<file path="src/rtl/dev_bus_pkg.sv">
// Shared types and device address map for the two-master device-bus arbiter.
package dev_bus_pkg;

    typedef enum logic [1:0] {
        IDLE   = 2'd0,
        ACCESS = 2'd1,
        RESP   = 2'd2
    } arb_state_e;

    localparam int unsigned CNT_W = 4;

    localparam logic [31:0] DEV_BASE  = 32'h0000_7F00;
    localparam logic [31:0] DEV_LIMIT = 32'h0000_7F2F;

    localparam logic [31:0] TC_BASE  = 32'h0000_7F00;
    localparam logic [31:0] OUT_BASE = 32'h0000_7F10;
    localparam logic [31:0] IN_BASE  = 32'h0000_7F20;

    // Inclusive window check; bounds default to the fixed map but the top passes its parameters.
    function automatic logic dev_hit(input logic [31:0] addr,
                                     input logic [31:0] base  = DEV_BASE,
                                     input logic [31:0] limit = DEV_LIMIT);
        return (addr >= base) && (addr <= limit);
    endfunction

endpackage

</file>
<file path="src/rtl/dev_bus_arbiter_rr_pick2.sv">
// Two-way winner selection. Round-robin on ties by default; with ARB_FIXED_PRIO_EN defined
// master 0 always wins a tie and last is ignored.
module rr_pick2 (
    input  logic [1:0] req,
    input  logic       last,
    output logic       valid,
    output logic       idx
);

`ifdef ARB_FIXED_PRIO_EN
    logic unused_last;
    assign unused_last = last;

    always_comb begin
        valid = |req;
        idx   = ~req[0] & req[1];
    end
`else
    always_comb begin
        valid = |req;
        if (req == 2'b11) begin
            idx = ~last;
        end else begin
            idx = req[1];
        end
    end
`endif

endmodule

</file>
<file path="src/rtl/dev_bus_arbiter.sv">
// Two-master device-bus arbiter and sequencer (IDLE -> ACCESS -> RESP) with wait states,
// single-pulse writes and miss reporting. Tie policy set by ARB_FIXED_PRIO_EN in rr_pick2.
module dev_bus_arbiter #(
    parameter int unsigned WAIT_CYCLES = 1,
    parameter logic [31:0] DEV_BASE    = dev_bus_pkg::DEV_BASE,
    parameter logic [31:0] DEV_LIMIT   = dev_bus_pkg::DEV_LIMIT
) (
    input  logic        clk,
    input  logic        rst_n,

    input  logic        m0_req,
    input  logic [31:0] m0_addr,
    input  logic        m0_we,
    input  logic [31:0] m0_wdata,
    output logic        m0_ack,
    output logic [31:0] m0_rdata,
    output logic        m0_err,

    input  logic        m1_req,
    input  logic [31:0] m1_addr,
    input  logic        m1_we,
    input  logic [31:0] m1_wdata,
    output logic        m1_ack,
    output logic [31:0] m1_rdata,
    output logic        m1_err,

    output logic [31:0] br_addr,
    output logic [31:0] br_wdata,
    output logic        br_we,
    input  logic [31:0] br_rdata,

    output logic        busy,
    output logic        owner
);
    import dev_bus_pkg::*;

    localparam logic [CNT_W-1:0] WAIT_INIT = CNT_W'(WAIT_CYCLES);

    arb_state_e       state_q, state_d;
    logic             last_q, last_d;
    logic [CNT_W-1:0] cnt_q, cnt_d;
    logic             owner_q, owner_d;
    logic [31:0]      addr_q, addr_d;
    logic [31:0]      wdata_q, wdata_d;
    logic             we_q, we_d;
    logic             hit_q, hit_d;
    logic [31:0]      rdata_q, rdata_d;
    logic             err_q, err_d;

    logic             pick_valid;
    logic             pick_idx;

    rr_pick2 u_pick (
        .req   ({m1_req, m0_req}),
        .last  (last_q),
        .valid (pick_valid),
        .idx   (pick_idx)
    );

    // NOTE: every output and next-state signal gets a default first so no path infers a latch.
    always_comb begin
        state_d  = state_q;
        last_d   = last_q;
        cnt_d    = cnt_q;
        owner_d  = owner_q;
        addr_d   = addr_q;
        wdata_d  = wdata_q;
        we_d     = we_q;
        hit_d    = hit_q;
        rdata_d  = rdata_q;
        err_d    = err_q;

        br_addr  = '0;
        br_wdata = '0;
        br_we    = 1'b0;
        m0_ack   = 1'b0;
        m0_rdata = '0;
        m0_err   = 1'b0;
        m1_ack   = 1'b0;
        m1_rdata = '0;
        m1_err   = 1'b0;

        unique case (state_q)
            IDLE: begin
                if (pick_valid) begin
                    owner_d = pick_idx;
                    addr_d  = pick_idx ? m1_addr  : m0_addr;
                    wdata_d = pick_idx ? m1_wdata : m0_wdata;
                    we_d    = pick_idx ? m1_we    : m0_we;
                    hit_d   = dev_hit(pick_idx ? m1_addr : m0_addr, DEV_BASE, DEV_LIMIT);
                    cnt_d   = WAIT_INIT;
                    state_d = ACCESS;
                end
            end

            ACCESS: begin
                br_addr  = addr_q;
                br_wdata = wdata_q;
                if (cnt_q != '0) begin
                    cnt_d = cnt_q - 1'b1;
                end else begin
                    // Last access cycle: the only cycle a write strobe may reach the bridge.
                    br_we   = we_q & hit_q;
                    rdata_d = hit_q ? br_rdata : '0;
                    err_d   = ~hit_q;
                    state_d = RESP;
                end
            end

            RESP: begin
                if (owner_q) begin
                    m1_ack   = 1'b1;
                    m1_rdata = rdata_q;
                    m1_err   = err_q;
                end else begin
                    m0_ack   = 1'b1;
                    m0_rdata = rdata_q;
                    m0_err   = err_q;
                end
                last_d  = owner_q;
                state_d = IDLE;
            end

            default: state_d = IDLE;
        endcase

        busy  = (state_q != IDLE);
        owner = busy ? owner_q : 1'b0;
    end

    // NOTE: state registers use non-blocking assignments so all flops update together on the edge.
    always_ff @(posedge clk or negedge rst_n) begin
        if (!rst_n) begin
            state_q <= IDLE;
            last_q  <= 1'b1;
            cnt_q   <= '0;
            owner_q <= 1'b0;
            addr_q  <= '0;
            wdata_q <= '0;
            we_q    <= 1'b0;
            hit_q   <= 1'b0;
            rdata_q <= '0;
            err_q   <= 1'b0;
        end else begin
            state_q <= state_d;
            last_q  <= last_d;
            cnt_q   <= cnt_d;
            owner_q <= owner_d;
            addr_q  <= addr_d;
            wdata_q <= wdata_d;
            we_q    <= we_d;
            hit_q   <= hit_d;
            rdata_q <= rdata_d;
            err_q   <= err_d;
        end
    end

endmodule

</file>
<file path="config.mk">
export PLATFORM = sky130hd
export DESIGN_NAME = dev_bus_arbiter
export DESIGN_NICKNAME = d
export VERILOG_FILES = /design/src/rtl/dev_bus_pkg.sv /design/src/rtl/dev_bus_arbiter_rr_pick2.sv /design/src/rtl/dev_bus_arbiter.sv
export SDC_FILE = /design/constraint.sdc
export NUM_CORES = 1
export LEC_CHECK = 0
export BUFFER_PORTS_ARGS = -buffer_cell sky130_fd_sc_hd__buf_2
export CORE_MARGIN = 3
export CORE_UTILIZATION = 31
export DETAILED_ROUTE_END_ITERATION = 8
export GPL_TIMING_DRIVEN = 0
export PLACE_DENSITY = 0.62
export SLEW_MARGIN = 20
export SYNTH_ARGS = -nofsm -noshare
export SYNTH_HDL_FRONTEND = slang
export SYNTH_SLANG_ARGS = --single-unit
</file>
<file path="constraint.sdc">
create_clock -name clk -period 3.7 [get_ports clk]
set_clock_uncertainty 0.1 [all_clocks]
set_input_delay 0.555 -clock clk [delete_from_list [all_inputs] [get_ports clk]]
set_output_delay 0.555 -clock clk [all_outputs]
set_load 0.02 [all_outputs]
</file>
==> flow_metrics.tcl, run 1 <==
set metrics [dict create \
    status "complete, no violations" \
    drt-initial-drc-count 182 \
    viasPerCell 4.75 \
    synth_cells 710 \
    fin_crit_ns 2.94 \
    clock.fmax_ghz 0.340 \
    clkLatencyLatePin_ns 0.35 \
    setup_viol 0 \
    ys_seq_area_share_pct 47.1 \
    antenna_found_initial 0 \
    io_buffers 300 \
    ff2ff_path_depth 8 \
    grt_pass1_vias 5812 \
    core-area_um2 17600 \
    wl_per_cell_um 16.4 \
    synth_top_flop_cell "dfrtp_1" \
    antennaDiodeCount 0 \
    powerDensity_nw_per_um2 756 \
    hp-class "in2async" \
    cts_setup_buffers 0 \
    cts.clk_slew.worst_paths_ns 0.07 \
    post-route-period-util_pct 79.4 \
    worstMarginPinSlew_ns 0.637 \
    firstDrtPassIters 4 \
    yosys_warnings 0 \
    place_congestion 0.849 \
    seq_area_um2 2680 \
    rr_endpoint "rdata_q[21]" \
    synth_fp_nets 878 \
    io_pins 301 \
    startpoint_type "flop" \
    hold_viol 0 \
    r2r_slack_ns 1.70 \
    cts_hold_buf 0 \
    fp.dieW_um 141 \
    rsz0062_at_grt "no" \
    worstPathArrival_ns 2.28 \
    dp_hpwl_um 16100 \
    drv_cap 0 \
    avgSynthCellArea_um2 8.01 \
    fp.dieH_um 141 \
    dieArea_um2 20000 \
    wl_um 20600 \
    synth_edf_count 0 \
    area_growth_pct 37.3 \
    grt.total_usage_pct 20.1 \
    worstReg2RegStart "cnt_q[0]" \
    grt_pass1_wl_um 31700 \
    drv_slew 0 \
    synthesis.area_um2 5690 \
    start_util_pct 32.3 \
    multi_input_area_um2 2750 \
    synth.distinct_cells 36 \
    cts-buffers-inserted 9 \
    slew_headroom_pct 57.5 \
    mostFrequentLayoutCells "318 x buf_2, 203 x nand2_1, 131 x and2_1" \
    rows 48 \
    vias 5942 \
    gr-total-overflow 0 \
    ir_drop_uv 495 \
    crit_type "reg2out" \
    clockBufferDepth 2 \
    cts_tree "done" \
    ys_ff_latch 107 \
    worstPathRequired_ns 3.04 \
    holdWs_ns 0.0354 \
    mostFrequentLayoutCell "buf_2" \
    fillers 1844 \
    crit_path_max_fanout 10 \
    tns_ns 0 \
    cts_max_level 3 \
    crit_path_end_kind "output port" \
    p_leak_nw 4.01 \
    grt_max_degree 59 \
    cts.sinks 107 \
    post-route-drc-count 0 \
    fin_nets 1190 \
    drive_gt1_share_pct 34.1 \
    cts_resized 0 \
    root_buffer "clkbuf_16" \
    postRouteAntennaNets 0 \
    synthArstFlopShare_pct 100 \
]
==> metal layers <==
layer	vias to the layer above	GRT usage [%]	part of all wire, %
met5	-	0	0
met4	0	5.66	1.4
met3	18	4.55	7.9
met2	241	34.6	48
met1	2738	25.4	43
li1	2945	-	-
==> power breakdown <==
group / switching (W) / internal, W
registers: 0.000210 / 0.00160
clock network: 0.000459 / 0.000549
logic: 0.00199 / 0.00110
==> critical path, cell delays in order (launching register included) <==
cell	delay [ns]
dfrtp_1	0.41
nor2b_1	0.38
buf_2	0.34
clkbuf_1	0.40
and2_1	0.22
buf_2	0.18
==> through the flow <==
step / util (%) / setup WS [ns] / total power, W / std cells / instance area (µm²)
2_1_floorplan: - / 1.53 / 0.00380 / 710 / 5690
5_1_grt: 44.4 / 0.542 / 0.00635 / 1252 / 7810
3_3_place_gp: 42.5 / 0.585 / 0.00494 / 1235 / 7470
3_5_place_dp: 42.6 / 1.04 / 0.00496 / 1236 / 7500
6_report: 44.4 / 0.763 / 0.00590 / 1252 / 7810
4_1_cts: 44.4 / 0.628 / 0.00599 / 1252 / 7810
==> registers in the layout, summed over array words and instances (netlist names) <==
signal   flops
we_q         1
owner_q      1
addr_q      32
wdata_q     32
last_q       1
err_q        1
hit_q        1
rdata_q     32
state_q      2
cnt_q        4
==> final cells by class <==
cell class / instances / share of cell area, %
repair buffers: 301 / 19.7
clock buffers: 11 / 3.11
well taps: 225 / 3.61
multi-input cells: 546 / 35.2
inverters: 5 / 0.240
clock inverters: 5 / 0.785
plain buffers: 52 / 3.09
flip-flops and latches: 107 / 34.3
==> synthesized netlist by cell type, drive strengths merged, types with 3 or more instances <==
cell type	n	area share (%)
nand2	203	13
buf	25	2.5
nand4b	3	0.46
nor4	7	0.77
nor2	73	4.9
and2	131	14
clkbuf	27	1.8
inv	5	0.33
dfrtp	106	47
a31oi	67	7.4
o21ai	35	3.1
==> logic make-up (layout without fill, tap and decap cells) <==
family	count (synthesis)	count (layout)	share of synthesized area (%)
simple gates	431	431	35.5
mux	3	3	0.572
buf+inv	57	374	4.58
compound gates	110	110	11.8
flops	107	107	47.1
fa+ha+maj	2	2	0.440
==> how the worst max path moves through the flow <==
stage,from,endpoint,slack (ns),cells past startpoint
after global routing,state_q[1],br_addr[18],0.54,5
after CTS,state_q[1],br_addr[18],0.63,5
after floorplan,cnt_q[0],br_we,1.53,7
final,state_q[1],br_addr[18],0.76,5
after detailed placement,state_q[1],br_addr[18],1.04,5
after global placement,rst_n,addr_q[23],0.58,1
(Power assumes the default switching activity.)
==> inputs of run 2 (changes only) <==
--- a/config.mk
+++ b/config.mk
@@ -10,7 +10,7 @@
 export CORE_UTILIZATION = 31
 export DETAILED_ROUTE_END_ITERATION = 8
 export GPL_TIMING_DRIVEN = 0
-export PLACE_DENSITY = 0.62
+export PLACE_DENSITY = 0.64
 export SLEW_MARGIN = 20
 export SYNTH_ARGS = -nofsm -noshare
 export SYNTH_HDL_FRONTEND = slang
==> constraint.sdc (replaced) <==
create_clock -name clk -period 2.6 [get_ports clk]
set_clock_uncertainty 0.1 [all_clocks]
set_input_delay 0.39 -clock clk [delete_from_list [all_inputs] [get_ports clk]]
set_output_delay 0.39 -clock clk [all_outputs]
set_load 0.02 [all_outputs]
==> run 2 against run 1 <==
Against the previous run:
- combinational power rose by 44%
- via count rose by 0.81%
- die area unchanged
- largest cell class unchanged
- setup slack worse by 0.58 ns
- sequential power up 43%
- global-route usage up 0.43 points
==> flow_metrics.tcl, run 2 (synthesis results as in run 1) <==
set metrics [dict create \
    grt_pass1_wl_um 32200 \
    fillers 1822 \
    drv_cap 0 \
    switchingPower_w 0.00381 \
    mostFrequentLayoutCell "buf_2" \
    cts.clk_slew.worst_paths_ns 0.08 \
    seq_power_share_pct 30.6 \
    wl_um 20900 \
    min_from "m0_wdata[8]" \
    crit_path_max_fanout 10 \
    crit_path_end_kind "output port" \
    cts_tree "done" \
    post_dp_cell_area_um2 7500 \
    worst_slack_ns 0.186 \
    gr-total-overflow 0 \
    critPathLaunch "state_q[0]" \
    fin_crit_ns 2.41 \
    fin_nets 1192 \
    grt_max_degree 64 \
    ir_drop_uv 498 \
    hold_viol 0 \
    slowest_delay_ns 0.40 \
    place_congestion 0.849 \
    grt.total_usage_pct 20.5 \
    drv_slew 0 \
    fp.dieW_um 141 \
    tns_ns 0 \
    clock.fmax_ghz 0.414 \
    slew_headroom_pct 60.9 \
    final_cell_area_um2 7860 \
    cts-buffers-inserted 9 \
    worstPathArrival_ns 1.92 \
    path_cells "nand2b_1 > nor2_2 > clkbuf_1 > and2_1 > buf_2" \
    crit_slowest_cell "dfrtp_1" \
    seq_area_um2 2680 \
    vias 5990 \
    pre_cts_ws_ns 0.0950 \
    fp.dieH_um 141 \
    firstDrtPassIters 6 \
    grt_pass1_vias 5993 \
    worstPathRequired_ns 2.11 \
    crit_buf_inv 2 \
    final_cells 1255 \
    critical-path-top-delay-family "simple AND/OR/NAND/NOR gates" \
    worstReg2RegStart "state_q[1]" \
    crit_type "reg2out" \
    mostFrequentLayoutCells "316 x buf_2, 202 x nand2_1, 131 x and2_1" \
    postRouteAntennaNets 0 \
    rows 48 \
    rsz0062_at_grt "no" \
    dp_hpwl_um 16300 \
    root_buffer "clkbuf_16" \
    comb_power_share_pct 52.9 \
    hp-class "in2reg" \
    io_pins 301 \
    post-route-period-util_pct 92.9 \
    dieArea_um2 20000 \
    dpl.cell_count 1236 \
    cts.sinks 107 \
    clkLatencyLatePin_ns 0.34 \
    startpoint_type "flop" \
    area_growth_pct 38.2 \
    start_util_pct 32.3 \
    cts_max_level 3 \
    drive_gt1_share_pct 35.4 \
    antenna_found_initial 1 \
    p_leak_nw 4.04 \
    pwr-share-clk_pct 16.5 \
    status "complete, no violations" \
    wl_per_cell_um 16.7 \
    viasPerCell 4.77 \
    core-area_um2 17600 \
    largestRegisters "addr_q (32), rdata_q (32), wdata_q (32)" \
    clockBufferDepth 2 \
    powerDensity_nw_per_um2 1070 \
    post-route-drc-count 0 \
    intPower_w 0.00460 \
    multi_input_area_um2 2780 \
    setup_viol 0 \
    worstMarginPinSlew_ns 0.587 \
    switching_share_pct 45.3 \
    io_buffers 300 \
    drt-initial-drc-count 225 \
]
==> run 2: layer usage <==
layer	vias up	routed length, µm	GRT usage (%)
met1	2758	8940	26.5
met2	259	9990	35.1
met5	-	7	0
li1	2949	-	-
met4	2	319	5.76
met3	22	1690	4.28
==> run 2: cell type report <==
type	instances	share of cell area, %
Antenna cell	1	0.0318
Buffer	52	3.21
Clock buffer	11	3.21
Clock inverter	5	0.573
Inverter	5	0.239
Multi-Input combinational cell	546	35.3
Sequential cell	107	34.1
Tap cell	225	3.58
Timing Repair Buffer	303	19.8
==> run 2: worst paths after layout <==
path | to | slack, ns | cells after the start
worst max-delay path | m0_rdata[4] | 0.19 | 5
worst min-delay path | wdata_q[8] | 0.18 | 3
worst max register to register | addr_q[0] | 0.57 | 5
worst min register to register | rdata_q[14] | 0.39 | 2
max in group asynchronous | last_q | 1.25 | 3
min in group asynchronous | rdata_q[9] | 0.45 | 2
==> run 2: stage by stage <==
step | utilization (%) | hold WS [ns] | power (W)
6_report | 44.7 | 0.184 | 0.00841
5_1_grt | 44.7 | 0.177 | 0.00907
4_1_cts | 44.5 | 0.166 | 0.00850
3_5_place_dp | 42.6 | 0.259 | 0.00706
3_3_place_gp | 42.5 | 0.373 | 0.00701
2_1_floorplan | - | -0.00559 | 0.00540
==> run 2: what timing repair did <==
| action | CTS | global route |
|---|---|---|
| setup buffers | 0 | 1 |
| endpoints found under the hold margin | 44 | 0 |
| hold buffers | 1 | 0 |
| gates resized for setup | 6 | 17 |
| setup endpoints to repair | 56 | 39 |
==> run 2: worst reg2reg max path, stage by stage (launching register included) <==
cell,delay [ns]
dfrtp_1,0.43
or2_1,0.32
nor2_2,0.37
buf_2,0.33
buf_4,0.26
a31oi_1,0.10
==> run 2: power groups by stage <==
| stage | clock network (W) | registers, W | logic, W |
|---|---|---|---|
| 2_1_floorplan | 0 | 0.00251 | 0.00289 |
| 3_3_place_gp | 0 | 0.00258 | 0.00443 |
| 3_5_place_dp | 0 | 0.00261 | 0.00445 |
| 4_1_cts | 0.00143 | 0.00258 | 0.00449 |
| 5_1_grt | 0.00150 | 0.00266 | 0.00491 |
| 6_report | 0.00139 | 0.00258 | 0.00444 |
